==> src/rtl/uart_rx_ctrl_if.sv <==
// Received-frame bus from the UART receiver to the Rx FIFO controller.
// Level/strobe outputs only; the consumer re-synchronises them, so there is no backpressure.
interface uart_rx_ctrl_if;
  logic       RxBusy;
  logic       RxDone;
  logic [7:0] RxData;
  logic       ParityError;
  logic       FramingError;
  logic       BreakInt;

  modport master (
    output RxBusy, RxDone, RxData, ParityError, FramingError, BreakInt
  );

  modport slave (
    input RxBusy, RxDone, RxData, ParityError, FramingError, BreakInt
  );
endinterface

==> src/rtl/uart_rx_ctrl.sv <==
// UART receive front end: 16x oversampling, 2-flop RXD sync, result one clock after the stop sample.
// No backpressure: RxDone is stretched for DONE_HOLD clocks and results hold until the next frame.
module uart_rx_ctrl #(
  parameter int DIV_W     = 16,
  parameter int DONE_HOLD = 8
) (
  input  logic             UART_CLK,
  input  logic             RESETn,
  input  logic             RxEn,
  input  logic [DIV_W-1:0] BAUD_DIV,
  input  logic [1:0]       DataBits,
  input  logic             ParityEn,
  input  logic             ParityEven,
  input  logic             RXD,
  uart_rx_ctrl_if.master   rx
);

  localparam int HOLD_W = 7;

  typedef enum logic [2:0] {IDLE, START, DATA, PARITY, STOP} state_t;

  state_t             state_q, state_d;
  logic               rxd_s1_q, rxd_s1_d;
  logic               rxd_s2_q, rxd_s2_d;
  logic               rxd_prev_q, rxd_prev_d;
  logic [DIV_W-1:0]   div_cnt_q, div_cnt_d;
  logic [3:0]         samp_cnt_q, samp_cnt_d;
  logic [2:0]         bit_cnt_q, bit_cnt_d;
  logic [7:0]         shift_q, shift_d;
  logic               par_bit_q, par_bit_d;
  logic [1:0]         cfg_bits_q, cfg_bits_d;
  logic               cfg_pen_q, cfg_pen_d;
  logic               cfg_peven_q, cfg_peven_d;
  logic               armed_q, armed_d;
  logic               busy_q, busy_d;
  logic               done_q, done_d;
  logic [HOLD_W-1:0]  hold_q, hold_d;
  logic [7:0]         data_q, data_d;
  logic               pe_q, pe_d;
  logic               fe_q, fe_d;
  logic               bi_q, bi_d;

  logic               tick;
  logic               samp;
  logic               fall;
  logic [2:0]         last_bit;
  logic [7:0]         data_al;

  always_comb begin
    rxd_s1_d    = RXD;
    rxd_s2_d    = rxd_s1_q;
    rxd_prev_d  = rxd_s2_q;
    state_d     = state_q;
    div_cnt_d   = div_cnt_q;
    samp_cnt_d  = samp_cnt_q;
    bit_cnt_d   = bit_cnt_q;
    shift_d     = shift_q;
    par_bit_d   = par_bit_q;
    cfg_bits_d  = cfg_bits_q;
    cfg_pen_d   = cfg_pen_q;
    cfg_peven_d = cfg_peven_q;
    armed_d     = armed_q;
    busy_d      = busy_q;
    done_d      = done_q;
    hold_d      = hold_q;
    data_d      = data_q;
    pe_d        = pe_q;
    fe_d        = fe_q;
    bi_d        = bi_q;

    tick     = RxEn && (div_cnt_q == '0);
    samp     = tick && (state_q != IDLE) && (samp_cnt_q == 4'd7);
    fall     = rxd_prev_q && !rxd_s2_q;
    last_bit = 3'd4 + {1'b0, cfg_bits_q};

    // Data bits arrive LSB first into the top of the shifter; right-align by frame width.
    case (cfg_bits_q)
      2'b00:   data_al = {3'b000, shift_q[7:3]};
      2'b01:   data_al = {2'b00,  shift_q[7:2]};
      2'b10:   data_al = {1'b0,   shift_q[7:1]};
      default: data_al = shift_q;
    endcase

    if (RxEn) begin
      div_cnt_d = tick ? BAUD_DIV : div_cnt_q - DIV_W'(1);
    end else begin
      div_cnt_d = '0;
    end
    if (tick && state_q != IDLE) begin
      samp_cnt_d = samp_cnt_q + 4'd1;
    end

    if (rxd_s2_q) begin
      armed_d = 1'b1;
    end

    if (done_q) begin
      if (hold_q == '0) begin
        done_d = 1'b0;
      end else begin
        hold_d = hold_q - HOLD_W'(1);
      end
    end

    case (state_q)
      IDLE: begin
        if (RxEn && armed_q && fall) begin
          state_d     = START;
          busy_d      = 1'b1;
          cfg_bits_d  = DataBits;
          cfg_pen_d   = ParityEn;
          cfg_peven_d = ParityEven;
          div_cnt_d   = BAUD_DIV;
          samp_cnt_d  = 4'd0;
          bit_cnt_d   = 3'd0;
          par_bit_d   = 1'b0;
        end
      end
      START: begin
        if (samp) begin
          if (rxd_s2_q) begin
            state_d = IDLE;
            busy_d  = 1'b0;
          end else begin
            state_d = DATA;
          end
        end
      end
      DATA: begin
        if (samp) begin
          shift_d = {rxd_s2_q, shift_q[7:1]};
          if (bit_cnt_q == last_bit) begin
            state_d = cfg_pen_q ? PARITY : STOP;
          end else begin
            bit_cnt_d = bit_cnt_q + 3'd1;
          end
        end
      end
      PARITY: begin
        if (samp) begin
          par_bit_d = rxd_s2_q;
          state_d   = STOP;
        end
      end
      STOP: begin
        if (samp) begin
          state_d = IDLE;
          busy_d  = 1'b0;
          done_d  = 1'b1;
          hold_d  = HOLD_W'(DONE_HOLD - 1);
          data_d  = data_al;
          pe_d    = cfg_pen_q && ((^data_al ^ par_bit_q) != !cfg_peven_q);
          fe_d    = !rxd_s2_q;
          bi_d    = (data_al == 8'h00) && !(cfg_pen_q && par_bit_q) && !rxd_s2_q;
          if (!rxd_s2_q) begin
            armed_d = 1'b0;
          end
        end
      end
      default: state_d = IDLE;
    endcase

    // Disable abandons the frame but lets a running RxDone hold finish.
    if (!RxEn) begin
      state_d    = IDLE;
      busy_d     = 1'b0;
      samp_cnt_d = 4'd0;
      bit_cnt_d  = 3'd0;
    end
  end

  always_ff @(posedge UART_CLK or negedge RESETn) begin
    if (!RESETn) begin
      state_q     <= IDLE;
      rxd_s1_q    <= 1'b1;
      rxd_s2_q    <= 1'b1;
      rxd_prev_q  <= 1'b1;
      div_cnt_q   <= '0;
      samp_cnt_q  <= 4'd0;
      bit_cnt_q   <= 3'd0;
      shift_q     <= 8'h00;
      par_bit_q   <= 1'b0;
      cfg_bits_q  <= 2'b00;
      cfg_pen_q   <= 1'b0;
      cfg_peven_q <= 1'b0;
      armed_q     <= 1'b1;
      busy_q      <= 1'b0;
      done_q      <= 1'b0;
      hold_q      <= '0;
      data_q      <= 8'h00;
      pe_q        <= 1'b0;
      fe_q        <= 1'b0;
      bi_q        <= 1'b0;
    end else begin
      state_q     <= state_d;
      rxd_s1_q    <= rxd_s1_d;
      rxd_s2_q    <= rxd_s2_d;
      rxd_prev_q  <= rxd_prev_d;
      div_cnt_q   <= div_cnt_d;
      samp_cnt_q  <= samp_cnt_d;
      bit_cnt_q   <= bit_cnt_d;
      shift_q     <= shift_d;
      par_bit_q   <= par_bit_d;
      cfg_bits_q  <= cfg_bits_d;
      cfg_pen_q   <= cfg_pen_d;
      cfg_peven_q <= cfg_peven_d;
      armed_q     <= armed_d;
      busy_q      <= busy_d;
      done_q      <= done_d;
      hold_q      <= hold_d;
      data_q      <= data_d;
      pe_q        <= pe_d;
      fe_q        <= fe_d;
      bi_q        <= bi_d;
    end
  end

  assign rx.RxBusy       = busy_q;
  assign rx.RxDone       = done_q;
  assign rx.RxData       = data_q;
  assign rx.ParityError  = pe_q;
  assign rx.FramingError = fe_q;
  assign rx.BreakInt     = bi_q;

endmodule

==> src/flat_wrapper.sv <==
// flat-port wrapper written by rule: the top's interface ports become plain ports
module uart_rx_ctrl_flat 
#(
  parameter int DIV_W     = 16,
  parameter int DONE_HOLD = 8
)
  (UART_CLK, RESETn, RxEn, BAUD_DIV, DataBits, ParityEn, ParityEven, RXD, rx_RxBusy, rx_RxDone, rx_RxData, rx_ParityError, rx_FramingError, rx_BreakInt);
  uart_rx_ctrl_if rx_i ();
  input  logic UART_CLK;
  input  logic RESETn;
  input  logic RxEn;
  input  logic [DIV_W-1:0] BAUD_DIV;
  input  logic [1:0] DataBits;
  input  logic ParityEn;
  input  logic ParityEven;
  input  logic RXD;
  output wire logic [$bits(rx_i.RxBusy)-1:0] rx_RxBusy;
  output wire logic [$bits(rx_i.RxDone)-1:0] rx_RxDone;
  output wire logic [$bits(rx_i.RxData)-1:0] rx_RxData;
  output wire logic [$bits(rx_i.ParityError)-1:0] rx_ParityError;
  output wire logic [$bits(rx_i.FramingError)-1:0] rx_FramingError;
  output wire logic [$bits(rx_i.BreakInt)-1:0] rx_BreakInt;
  assign rx_RxBusy = rx_i.RxBusy;
  assign rx_RxDone = rx_i.RxDone;
  assign rx_RxData = rx_i.RxData;
  assign rx_ParityError = rx_i.ParityError;
  assign rx_FramingError = rx_i.FramingError;
  assign rx_BreakInt = rx_i.BreakInt;
  uart_rx_ctrl #(.DIV_W(DIV_W), .DONE_HOLD(DONE_HOLD)) u_core (.UART_CLK(UART_CLK), .RESETn(RESETn), .RxEn(RxEn), .BAUD_DIV(BAUD_DIV), .DataBits(DataBits), .ParityEn(ParityEn), .ParityEven(ParityEven), .RXD(RXD), .rx(rx_i));
endmodule
==> config.mk <==
export PLATFORM = sky130hd
export DESIGN_NAME = uart_rx_ctrl_flat
export DESIGN_NICKNAME = d
export VERILOG_FILES = /design/src/rtl/uart_rx_ctrl_if.sv /design/src/rtl/uart_rx_ctrl.sv /design/src/flat_wrapper.sv
export SDC_FILE = /design/constraint.sdc
export NUM_CORES = 1
export LEC_CHECK = 0
export CORE_UTILIZATION = 51
export CTS_BUF_LIST = sky130_fd_sc_hd__clkbuf_8 sky130_fd_sc_hd__clkbuf_16
export CTS_CLUSTER_SIZE = 14
export DETAILED_ROUTE_END_ITERATION = 10
export GPL_ROUTABILITY_DRIVEN = 0
export HOLD_SLACK_MARGIN = 0.12
export PLACE_DENSITY = 0.76
export SLEW_MARGIN = 20
export SYNTH_ARGS = -nofsm -noshare
export SYNTH_HDL_FRONTEND = slang
export SYNTH_SLANG_ARGS = --single-unit
==> constraint.sdc <==
create_clock -name UART_CLK -period 2.35 [get_ports UART_CLK]
set_input_delay 0.3525 -clock UART_CLK [delete_from_list [all_inputs] [get_ports UART_CLK]]
set_output_delay 0.3525 -clock UART_CLK [all_outputs]
set_load 0.005 [all_outputs]
==> implementation parameters <==
Parameter                              Value

Outcome
  Run status    finished, final reports clean

STA
  Count of final hold-check violations    0
  Max-slew violation total from the final report    0
  Worst slew slack as a fraction of its limit    between 40% and 50%
  Shortest period the worst path allows    2.21 ns
  Worst-Margin Slew    0.842 ns
  Final setup viols    0
  Hold WS    0.355 ns
  Period utilization    93.8%
  Worst Skew    ~0.011 ns
  Maximum operating frequency    roughly 450 MHz
  Unrepaired setup endpoints after global routing    no

Placed design
  Placed cell areas    3850 sq um
  Half-perimeter wire length after detailed placement    4.69 mm
  IO buf count    36
  Number of placed cells counting well taps    444

Worst setup path
  Reg2reg setup slack    0.14 ns
  RR Startpoint    u_core.cfg_bits_q[1]
  Timing startpoint of the critical path    u_core.cfg_bits_q[1]
  Sort of element at the start of the critical path    flip-flop
  End of the worst register-to-register path    u_core.rx.ParityError
  Required time of the critical path    roughly 2.6 ns
  Max Fanout on Critical Path    6
  Depth of the most critical reg-to-reg path    7
  CP arrival    2.45 ns
  Critical path capture point type    flip-flop
  Crit Path Category    flip-flop to flip-flop

Floorplanning
  Standard-cell rows    28
  Vertical extent of the die    82.1 um
  Top-level I/O count    37
  Initial cell density of the core    54.0%
  Die area    6740 sq um
  Overall die width    82.1 um
  Core Box Area    6060 sq um

Finish
  Post-Layout Inst Area    4040 sq um
  Area grow syn2layout    23.5%
  Count of filler cells inserted in the layout    roughly 480
  Proportion of layout cells with a drive suffix above 1    between 15 and 20%
  Antenna cells    0
  Post-layout instance count excluding filler cells    461
  Most common library cell in the layout ignoring fill and taps    sky130_fd_sc_hd__dfrtp_1
  Most used cells in the layout excluding fill and tap cells    59 x sky130_fd_sc_hd__dfrtp_1, 49 x sky130_fd_sc_hd__nand2_1, 35 x sky130_fd_sc_hd__clkdlybuf4s50_1
  Net count reported at finish    about 420

Route
  TritonRoute pass-1 iters    4
  WL per Instance    about 15 um
  DRC viols    0
  Via count    2,564
  DRT iter0 DRCs    137
  Aggregate routed wire length    6.69 mm
  Remaining antenna violation count    0
  DR vias/cell    between 5 and 6

Yosys
  Post-synthesis cell type count    40
  Number of warning messages in the yosys log    0
  Cell taking the most area after synthesis    sky130_fd_sc_hd__dfrtp_1
  Number of flops mapped to enable cells by yosys    0
  Fraction of the yosys area taken by sequential cells    48.3%
  Net count of the mapped netlist    361
  Cell types with the largest area share after synthesis    sky130_fd_sc_hd__dfrtp_1 45%, sky130_fd_sc_hd__mux2_2 6.2%, sky130_fd_sc_hd__nand2_1 5.6%
  Post-synthesis sequential element count    63
  Dominant synthesized flop cell    sky130_fd_sc_hd__dfrtp_1
  Post-synth design cell area    3270 sq um
  Fraction of synthesis flops using an asynchronous set or reset pin    100%
  Share of Yosys cell area claimed by the top area cell type    45.1%
  Post-synthesis instance total    327
  Average footprint of a synthesized cell    10.0 sq um

Global route
  Number of antenna violations at the first check in global routing    0
  Overflow left after global routing    0
  Pin count of the biggest net entering global routing    between 40 and 50
  Total GRT Usage    between 20 and 25%
  Number of global-route vias before repair    2,450
  Global-route wire length before repair    around 11 mm

Pwr
  Ratio of total power to cell area    roughly 820 nW/um^2
  Post-layout power    0.00333 W
  Leakage power of the design    1.83 nW
  IR drop worst, VDD    0.591 mV

CTS
  Root Driver    sky130_fd_sc_hd__clkbuf_8
  Clock net sink count    63
  TritonCTS clock tree    built
  Number of buffers on the longest clock path    2
  CTS H-Tree Depth    3
  Clock transition time at the flip-flop clock pins of the worst setup and hold paths    0.07 ns
  Insertion delay to the later sink of the worst-skew pair    0.34 ns
  Post CTS Setup Buffer Count    0
  Number of buffers created by CTS    9

Hold path
  Hold_sp    u_core.rxd_s1_q
  Hold Crit Class    flip-flop to flip-flop
  Hold Crit Depth    0
  Worst hold endpoint    u_core.rxd_prev_d

Run
  Number of max-cap violations    0
[stage by stage]
| step | utilization [%] | setup TNS [ns] | setup WS [ns] |
|---|---|---|---|
| finish | 66.7 | 0 | 0.145 |
| global route | 66.7 | 0 | 0.0173 |
| detailed placement | 63.5 | -0.970 | -0.106 |
| CTS | 66.6 | 0 | 0.132 |
| global placement | 63.5 | -0.364 | -0.0466 |
| floorplan | - | 0 | 0.144 |
[sequential cells by signal (all words and copies together), names as in the netlist, 2 cells and up]
name               count
u_core.samp_cnt_q      4
u_core.rx.RxData       8
u_core.bit_cnt_q       3
u_core.div_cnt_q      16
u_core.state_q         3
u_core.cfg_bits_q      2
u_core.hold_q          7
u_core.shift_q         8
[synth_stat cells, types with 2 or more instances]
cell type / number
sky130_fd_sc_hd__nand3b_1: 3
sky130_fd_sc_hd__nor2b_1: 4
sky130_fd_sc_hd__nand3_1: 16
sky130_fd_sc_hd__clkbuf_1: 12
sky130_fd_sc_hd__or4_1: 2
sky130_fd_sc_hd__nand4b_1: 4
sky130_fd_sc_hd__inv_1: 7
sky130_fd_sc_hd__nand2b_1: 4
sky130_fd_sc_hd__a21oi_1: 10
sky130_fd_sc_hd__o31ai_1: 3
sky130_fd_sc_hd__o211a_1: 3
sky130_fd_sc_hd__nand2_1: 49
sky130_fd_sc_hd__nand4_1: 4
sky130_fd_sc_hd__dfstp_2: 4
sky130_fd_sc_hd__nor4_1: 5
sky130_fd_sc_hd__a21o_1: 2
sky130_fd_sc_hd__nor3_1: 10
sky130_fd_sc_hd__mux2i_1: 5
sky130_fd_sc_hd__o21ai_0: 27
sky130_fd_sc_hd__nor2_1: 19
sky130_fd_sc_hd__ha_1: 10
sky130_fd_sc_hd__xor2_1: 15
sky130_fd_sc_hd__dfrtp_1: 59
sky130_fd_sc_hd__nor4_4: 2
sky130_fd_sc_hd__xnor2_1: 13
sky130_fd_sc_hd__nor4b_1: 4
sky130_fd_sc_hd__mux2_2: 18
[kinds of logic after synthesis]
family / count (synthesis) / synth area share, %
AND/OR/NAND/NOR: 133 / 21.6
flip-flops: 63 / 48.3
multiplexers: 23 / 7.72
adder cells (fa/ha/maj): 10 / 3.82
XOR/XNOR: 28 / 7.49
buffers and inverters: 20 / 2.29
AO/OA/AOI/OAI: 50 / 8.75
[worst max-delay path: stages (launching register included)]
cell and delay [ns]:
sky130_fd_sc_hd__dfrtp_1 0.50, sky130_fd_sc_hd__mux2_2 0.39, sky130_fd_sc_hd__o21ai_0 0.23, sky130_fd_sc_hd__ha_1 0.28, sky130_fd_sc_hd__xor2_1 0.15, sky130_fd_sc_hd__xnor2_1 0.24
sky130_fd_sc_hd__xnor2_1 0.10, sky130_fd_sc_hd__o31ai_1 0.21
[routing by layer]
metal	vias up	share of wire (%)	global-route usage (%)
li1	1261	-	-
met1	1238	47	29.1
met2	51	47	34.3
met3	14	3.7	5.82
met4	0	1.9	10.4
met5	-	0	0
[report_power, final]
part	switching, W	internal [W]	total (W)
Combinational	0.000555	0.000491	0.00105
Sequential	0.000203	0.00123	0.00143
Clock	0.000396	0.000456	0.000852
[worst max path at each step]
stage | endpoint | cells past startpoint
after floorplan | u_core.rx.ParityError | 8
after global placement | u_core.shift_q[0] | 6
after detailed placement | u_core.state_q[2] | 5
after CTS | u_core.state_q[2] | 4
after global routing | u_core.state_q[2] | 4
final | u_core.rx.ParityError | 7
[what timing repair did]
item | 4_1_cts | 5_1_grt
resized for setup | 0 | 1
endpoints found under the hold margin | 39 | 0
hold buffers | 1 | 0
endpoints found under the setup margin | 0 | 1
[area by class of cell]
cell class	instances	area [sq um]	area share, %
Clock buffer	12	165	4.09
Clock inverter	4	16.3	0.402
Inverter	7	26.3	0.650
Multi-Input combinational cell	244	1630	40.2
Sequential cell	63	1580	39.1
Tap cell	75	93.8	2.32
Timing Repair Buffer	56	533	13.2
Power figures use the tool's default switching activity.
